`src/rtl/mesh_router_5p.sv`:
```
// Five-port wormhole mesh router: per-input FIFOs with on/off flow control,
// dimension-ordered XY routing and per-output round-robin allocation with packet locking.
module mesh_router_5p #(
  parameter int FLIT_W     = 34,
  parameter int COORD_W    = 4,
  parameter int FIFO_DEPTH = 8,
  parameter int OFF_THR    = 6,
  parameter int ON_THR     = 3
) (
  input  logic                clk,
  input  logic                reset,
  input  logic [COORD_W-1:0]  i_my_x,
  input  logic [COORD_W-1:0]  i_my_y,
  input  logic [5*FLIT_W-1:0] i_flit,
  input  logic [4:0]          i_valid,
  output logic [4:0]          o_on_off,
  output logic [5*FLIT_W-1:0] o_flit,
  output logic [4:0]          o_valid,
  input  logic [4:0]          i_on_off,
  output logic [4:0]          o_overflow
);
  localparam int NP = 5;
  localparam int AW = $clog2(FIFO_DEPTH);
  localparam int CW = AW + 1;
  localparam logic [1:0] T_TAIL   = 2'b10;
  localparam logic [1:0] T_SINGLE = 2'b11;

  logic [FLIT_W-1:0] front [NP];
  logic [2:0]        route [NP];
  logic [NP-1:0]     not_empty;
  logic [NP-1:0]     is_head;
  logic [NP-1:0]     pop;

  for (genvar gi = 0; gi < NP; gi++) begin : g_in
    logic [FLIT_W-1:0]  mem [FIFO_DEPTH];
    logic [AW-1:0]      wr_ptr_reg;
    logic [AW-1:0]      rd_ptr_reg;
    logic [CW-1:0]      count_reg;
    logic               on_off_reg;
    logic               overflow_reg;
    logic               full;
    logic               wr_en;
    logic [FLIT_W-1:0]  head_flit;
    logic [COORD_W-1:0] dest_x;
    logic [COORD_W-1:0] dest_y;
    logic [2:0]         dir;

    // Full is judged on pre-read occupancy, so write+read of a full FIFO still drops.
    assign full  = (count_reg == CW'(FIFO_DEPTH));
    assign wr_en = i_valid[gi] && !full;

    always_ff @(posedge clk) begin
      if (wr_en) mem[wr_ptr_reg] <= i_flit[gi*FLIT_W +: FLIT_W];
    end

    always_ff @(posedge clk) begin
      if (reset) begin
        wr_ptr_reg   <= '0;
        rd_ptr_reg   <= '0;
        count_reg    <= '0;
        on_off_reg   <= 1'b1;
        overflow_reg <= 1'b0;
      end else begin
        if (wr_en)   wr_ptr_reg <= wr_ptr_reg + AW'(1);
        if (pop[gi]) rd_ptr_reg <= rd_ptr_reg + AW'(1);
        count_reg <= count_reg + CW'(wr_en) - CW'(pop[gi]);
        if (i_valid[gi] && full) overflow_reg <= 1'b1;
        // Flag follows the occupancy left by the previous edge, i.e. it lags one cycle.
        if (count_reg >= CW'(OFF_THR))     on_off_reg <= 1'b0;
        else if (count_reg <= CW'(ON_THR)) on_off_reg <= 1'b1;
      end
    end

    assign head_flit = mem[rd_ptr_reg];
    assign dest_x    = head_flit[2*COORD_W-1:COORD_W];
    assign dest_y    = head_flit[COORD_W-1:0];

    always_comb begin
      if (dest_x > i_my_x)      dir = 3'd2;
      else if (dest_x < i_my_x) dir = 3'd4;
      else if (dest_y > i_my_y) dir = 3'd1;
      else if (dest_y < i_my_y) dir = 3'd3;
      else                      dir = 3'd0;
    end

    assign front[gi]      = head_flit;
    assign route[gi]      = dir;
    assign not_empty[gi]  = (count_reg != '0);
    assign is_head[gi]    = (head_flit[FLIT_W-1] == head_flit[FLIT_W-2]);
    assign o_on_off[gi]   = on_off_reg;
    assign o_overflow[gi] = overflow_reg;
  end

  function automatic logic [2:0] wrap5(input int v);
    return 3'(v % NP);
  endfunction

  logic [NP-1:0]     lock_reg, lock_next;
  logic [2:0]        owner_reg [NP];
  logic [2:0]        owner_next [NP];
  logic [2:0]        rr_reg [NP];
  logic [2:0]        rr_next [NP];
  logic [2:0]        src [NP];
  logic [NP-1:0]     send;
  logic [FLIT_W-1:0] flit_reg [NP];
  logic [NP-1:0]     valid_reg;

  always_comb begin
    lock_next = lock_reg;
    send      = '0;
    pop       = '0;
    for (int q = 0; q < NP; q++) begin
      owner_next[q] = owner_reg[q];
      rr_next[q]    = rr_reg[q];
      src[q]        = '0;
    end
    for (int q = 0; q < NP; q++) begin
      if (i_on_off[q]) begin
        if (lock_reg[q]) begin
          // Body/tail flits follow the lock; their routing bits are ignored.
          if (not_empty[owner_reg[q]]) begin
            send[q] = 1'b1;
            src[q]  = owner_reg[q];
          end
        end else begin
          for (int k = 0; k < NP; k++) begin
            if (!send[q] && not_empty[wrap5(int'(rr_reg[q]) + k)] &&
                is_head[wrap5(int'(rr_reg[q]) + k)] &&
                route[wrap5(int'(rr_reg[q]) + k)] == 3'(q)) begin
              send[q]       = 1'b1;
              src[q]        = wrap5(int'(rr_reg[q]) + k);
              rr_next[q]    = wrap5(int'(rr_reg[q]) + k + 1);
              owner_next[q] = wrap5(int'(rr_reg[q]) + k);
              lock_next[q]  = (front[src[q]][FLIT_W-1:FLIT_W-2] != T_SINGLE);
            end
          end
        end
        if (send[q]) begin
          pop[src[q]] = 1'b1;
          if (front[src[q]][FLIT_W-1:FLIT_W-2] == T_TAIL) lock_next[q] = 1'b0;
        end
      end
    end
  end

  always_ff @(posedge clk) begin
    if (reset) begin
      lock_reg  <= '0;
      valid_reg <= '0;
      for (int q = 0; q < NP; q++) begin
        owner_reg[q] <= '0;
        rr_reg[q]    <= '0;
        flit_reg[q]  <= '0;
      end
    end else begin
      lock_reg  <= lock_next;
      valid_reg <= send;
      for (int q = 0; q < NP; q++) begin
        owner_reg[q] <= owner_next[q];
        rr_reg[q]    <= rr_next[q];
        if (send[q]) flit_reg[q] <= front[src[q]];
      end
    end
  end

  for (genvar gi = 0; gi < NP; gi++) begin : g_out
    assign o_flit[gi*FLIT_W +: FLIT_W] = flit_reg[gi];
  end
  assign o_valid = valid_reg;

endmodule

```
`config.mk`:
```
export PLATFORM = sky130hd
export DESIGN_NAME = mesh_router_5p
export DESIGN_NICKNAME = d
export VERILOG_FILES = /design/src/rtl/mesh_router_5p.sv
export SDC_FILE = /design/constraint.sdc
export NUM_CORES = 2
export LEC_CHECK = 0
export ABC_AREA = 0
export CAP_MARGIN = 10
export CORE_MARGIN = 5
export CORE_UTILIZATION = 40
export DETAILED_ROUTE_END_ITERATION = 8
export GPL_TIMING_DRIVEN = 0
export SKIP_LAST_GASP = 1
export SLEW_MARGIN = 25
export SYNTH_ARGS = -nofsm -noshare
export SYNTH_HDL_FRONTEND = slang
export SYNTH_SLANG_ARGS = --single-unit
```
`constraint.sdc`:
```
create_clock -name clk -period 19.3 [get_ports clk]
set_input_delay 1.93 -clock clk [delete_from_list [all_inputs] [get_ports clk]]
set_output_delay 1.93 -clock clk [all_outputs]
set_load 0.01 [all_outputs]
```
==> results_dict.tcl <==
set metrics [dict create \
    final_common_cell "edfxtp_1" \
    final_cells 10200 \
    initial_utilization 0.402 \
    p_comb_frac 0.507 \
    clkPwrFrac 0.200 \
    async_flop_share 0 \
    dp_hpwl_um 238000 \
    ant_nets 0 \
    numCtsBuffers 172 \
    timing.setup.tns_ns 0 \
    tightest_slew_ns 1.23 \
    grt_pass1_vias 60800 \
    leakage_nw 34.7 \
    crit_arrival_ns 11.35 \
    post_cts_buffers 0 \
    rows 171 \
    drt_wl_total_um 316000 \
    largest_register_ffs 1360 \
    ioPinCount 375 \
    synth_ff_type "edfxtp_1" \
    ys_seq_area_frac 0.553 \
    drtIter0Drc 7969 \
    synth_cells 6536 \
    cts_max_level 4 \
    maxCapViolations 0 \
    slew_viol_final 0 \
    synth_edf_count 1530 \
    n_fill_cell 18900 \
    hold_viol_final 0 \
    fin_crit_sh 0.553 \
    grt_max_degree 35 \
    grt_usage 0.268 \
    cts_tree "yes" \
    ys_ff_latch 1645 \
    slew_headroom 0.155 \
    p_per_area_nw_per_um2 162 \
    dp_slack_ns 8.69 \
    final_cell_mix "edfxtp_1 (1,530), nand2_1 (428), clkdlybuf4s50_1 (374)" \
    cts.reportedPaths.clkPinSlew_ns 0.06 \
    startpoint_type "flop" \
    synth_area_per_cell_um2 13.3 \
    worst_ep_required_time_ns 19.98 \
    hp-class "flop to flop" \
    cts.repair.resized 0 \
    clk_latency_ns 0.86 \
    dp.cells 9863 \
    layout_setup_ws_ns 8.63 \
    finalSetupViolations 0 \
    vias_per_cell 6.19 \
    root_buffer "clkbuf_16" \
    power.switching_w 0.00727 \
    critPathMaxStageDelay_ns 0.64 \
    slowest_stage "mux4_2" \
    syn_area_um2 87300 \
    syn2layout_area_growth_pct 17.3 \
    syn_nets 7045 \
    path_max_fanout 10 \
    fp.dieH_um 477 \
    die_area_um2 228000 \
    fmax_mhz 93.7 \
    drcViolationCount 0 \
    port_buffers 374 \
    finClkSkew_ns 0.0676 \
    status "complete, no violations" \
    core_area_um2 217000 \
    grt-ovfl-total 0 \
    grt_pass1_wl_um 445000 \
    vias 63100 \
    holdBufCountCts 0 \
    die_x_um 477 \
    antenna_found_initial 50 \
    cp-end-kind "flop" \
    vdd_drop_max_mv 0.129 \
    ys_types 128 \
    fin_crit_ns 10.67 \
    clock_sinks 1645 \
    total_power_w 0.0166 \
    switching_share 0.438 \
    internal_power_w 0.00931 \
    ys_warn_count 0 \
    wl_per_cell_um 31.0 \
    pwr-share-seq 0.292 \
    clock_tree.buffer_depth 3 \
    rsz0062_at_grt "false" \
    gp_congestion 0.978 \
    nNetsFinal 7692 \
    drtPass1Iterations 8 \
    drive_gt1_frac 0.159 \
    worstSetupPathType "flop to flop" \
]
cell usage after synthesis, drive strengths merged (19+ instances only):
master  number  area share
o32ai       47      0.0050
o31ai       69      0.0061
nor3b       20      0.0018
and2        78      0.0056
nand4       42      0.0031
edfxtp    1530        0.53
nor2       345       0.015
a22oi       45      0.0039
o22ai       69      0.0051
a221oi      19      0.0025
mux2        95       0.012
a31oi       93      0.0067
a211oi      76      0.0068
inv        234       0.010
mux2i      352       0.042
a31o        36      0.0036
a21o        68      0.0059
nand2      428       0.018
a211o       69      0.0069
buf        156      0.0088
nand3      108      0.0065
xnor2      102       0.011
dfxtp      115       0.026
or2         37      0.0027
nor2b       56      0.0040
nor4        31      0.0028
nand2b     115      0.0082
ha         314       0.045
nor3       128      0.0077
o21a        39      0.0034
and3        83      0.0060
or3         59      0.0042
o211ai     112      0.0098
mux4       362       0.093
xor2        33      0.0038
o21ai      168      0.0097
a21oi      240       0.014
a22o        34      0.0034
a21boi      20      0.0017
clkbuf     234       0.010
layer usage:
metal | GRT usage | up-vias | part of all wire
li1 | - | 27000 | -
met1 | 0.352 | 32000 | 0.40
met2 | 0.419 | 3314 | 0.46
met3 | 0.0522 | 752 | 0.083
met4 | 0.148 | 30 | 0.065
met5 | 0 | - | 0.00058
power groups by stage:
stage,Clock (W),Combinational [W],Sequential (W)
after CTS,0.00338,0.00819,0.00484
after floorplan,0,0.00500,0.00470
after global placement,0,0.00797,0.00494
after global routing,0.00352,0.00882,0.00484
after detailed placement,0,0.00814,0.00491
final,0.00332,0.00841,0.00485
critical path, delay by kind of cell (launching register included):
kind | cells | cell delay [ns]
compound gates | 7 | 2.23
fa+ha+maj | 7 | 1.87
mux | 1 | 0.64
flops | 1 | 0.60
simple gates | 6 | 1.50
buf+inv | 13 | 3.68
cell families after synthesis:
group | count (synthesis) | share of synthesized area
simple gates | 1602 | 0.0932
mux | 809 | 0.148
fa+ha+maj | 319 | 0.0462
compound gates | 1395 | 0.116
buf+inv | 630 | 0.0292
xor+xnor | 136 | 0.0149
flops | 1645 | 0.553
area by class of cell:
class / instances / area (µm²) / share of cell area
flip-flops and latches: 1645 / 48200 / 0.472
well taps: 2854 / 3570 / 0.0349
plain buffers: 390 / 1680 / 0.0164
clock inverters: 101 / 1160 / 0.0114
diodes: 17 / 42.5 / 0.000416
clock buffers: 212 / 4510 / 0.0440
multi-input cells: 4261 / 37000 / 0.361
repair buffers: 473 / 5250 / 0.0513
inverters: 240 / 901 / 0.00880
worst paths after layout:
check	start	endpoint	slack, ns	cells past startpoint
max	rr_reg[0][3]	g_in[2].count_reg[1]	8.63	34
min	g_in[0].overflow_reg	g_in[0].overflow_reg	0.48	2
max reg2reg	rr_reg[0][3]	g_in[2].count_reg[1]	8.63	34
min reg2reg	g_in[0].overflow_reg	g_in[0].overflow_reg	0.48	2
stage by stage:
step,area [µm²],utilization,hold slack (ns)
finish,102000,0.471,0.479
detailed placement,96600,0.445,0.466
floorplan,87300,-,0.438
global route,102000,0.471,0.498
global placement,94600,0.435,0.454
CTS,102000,0.471,0.478
(Power assumes the default switching activity.)
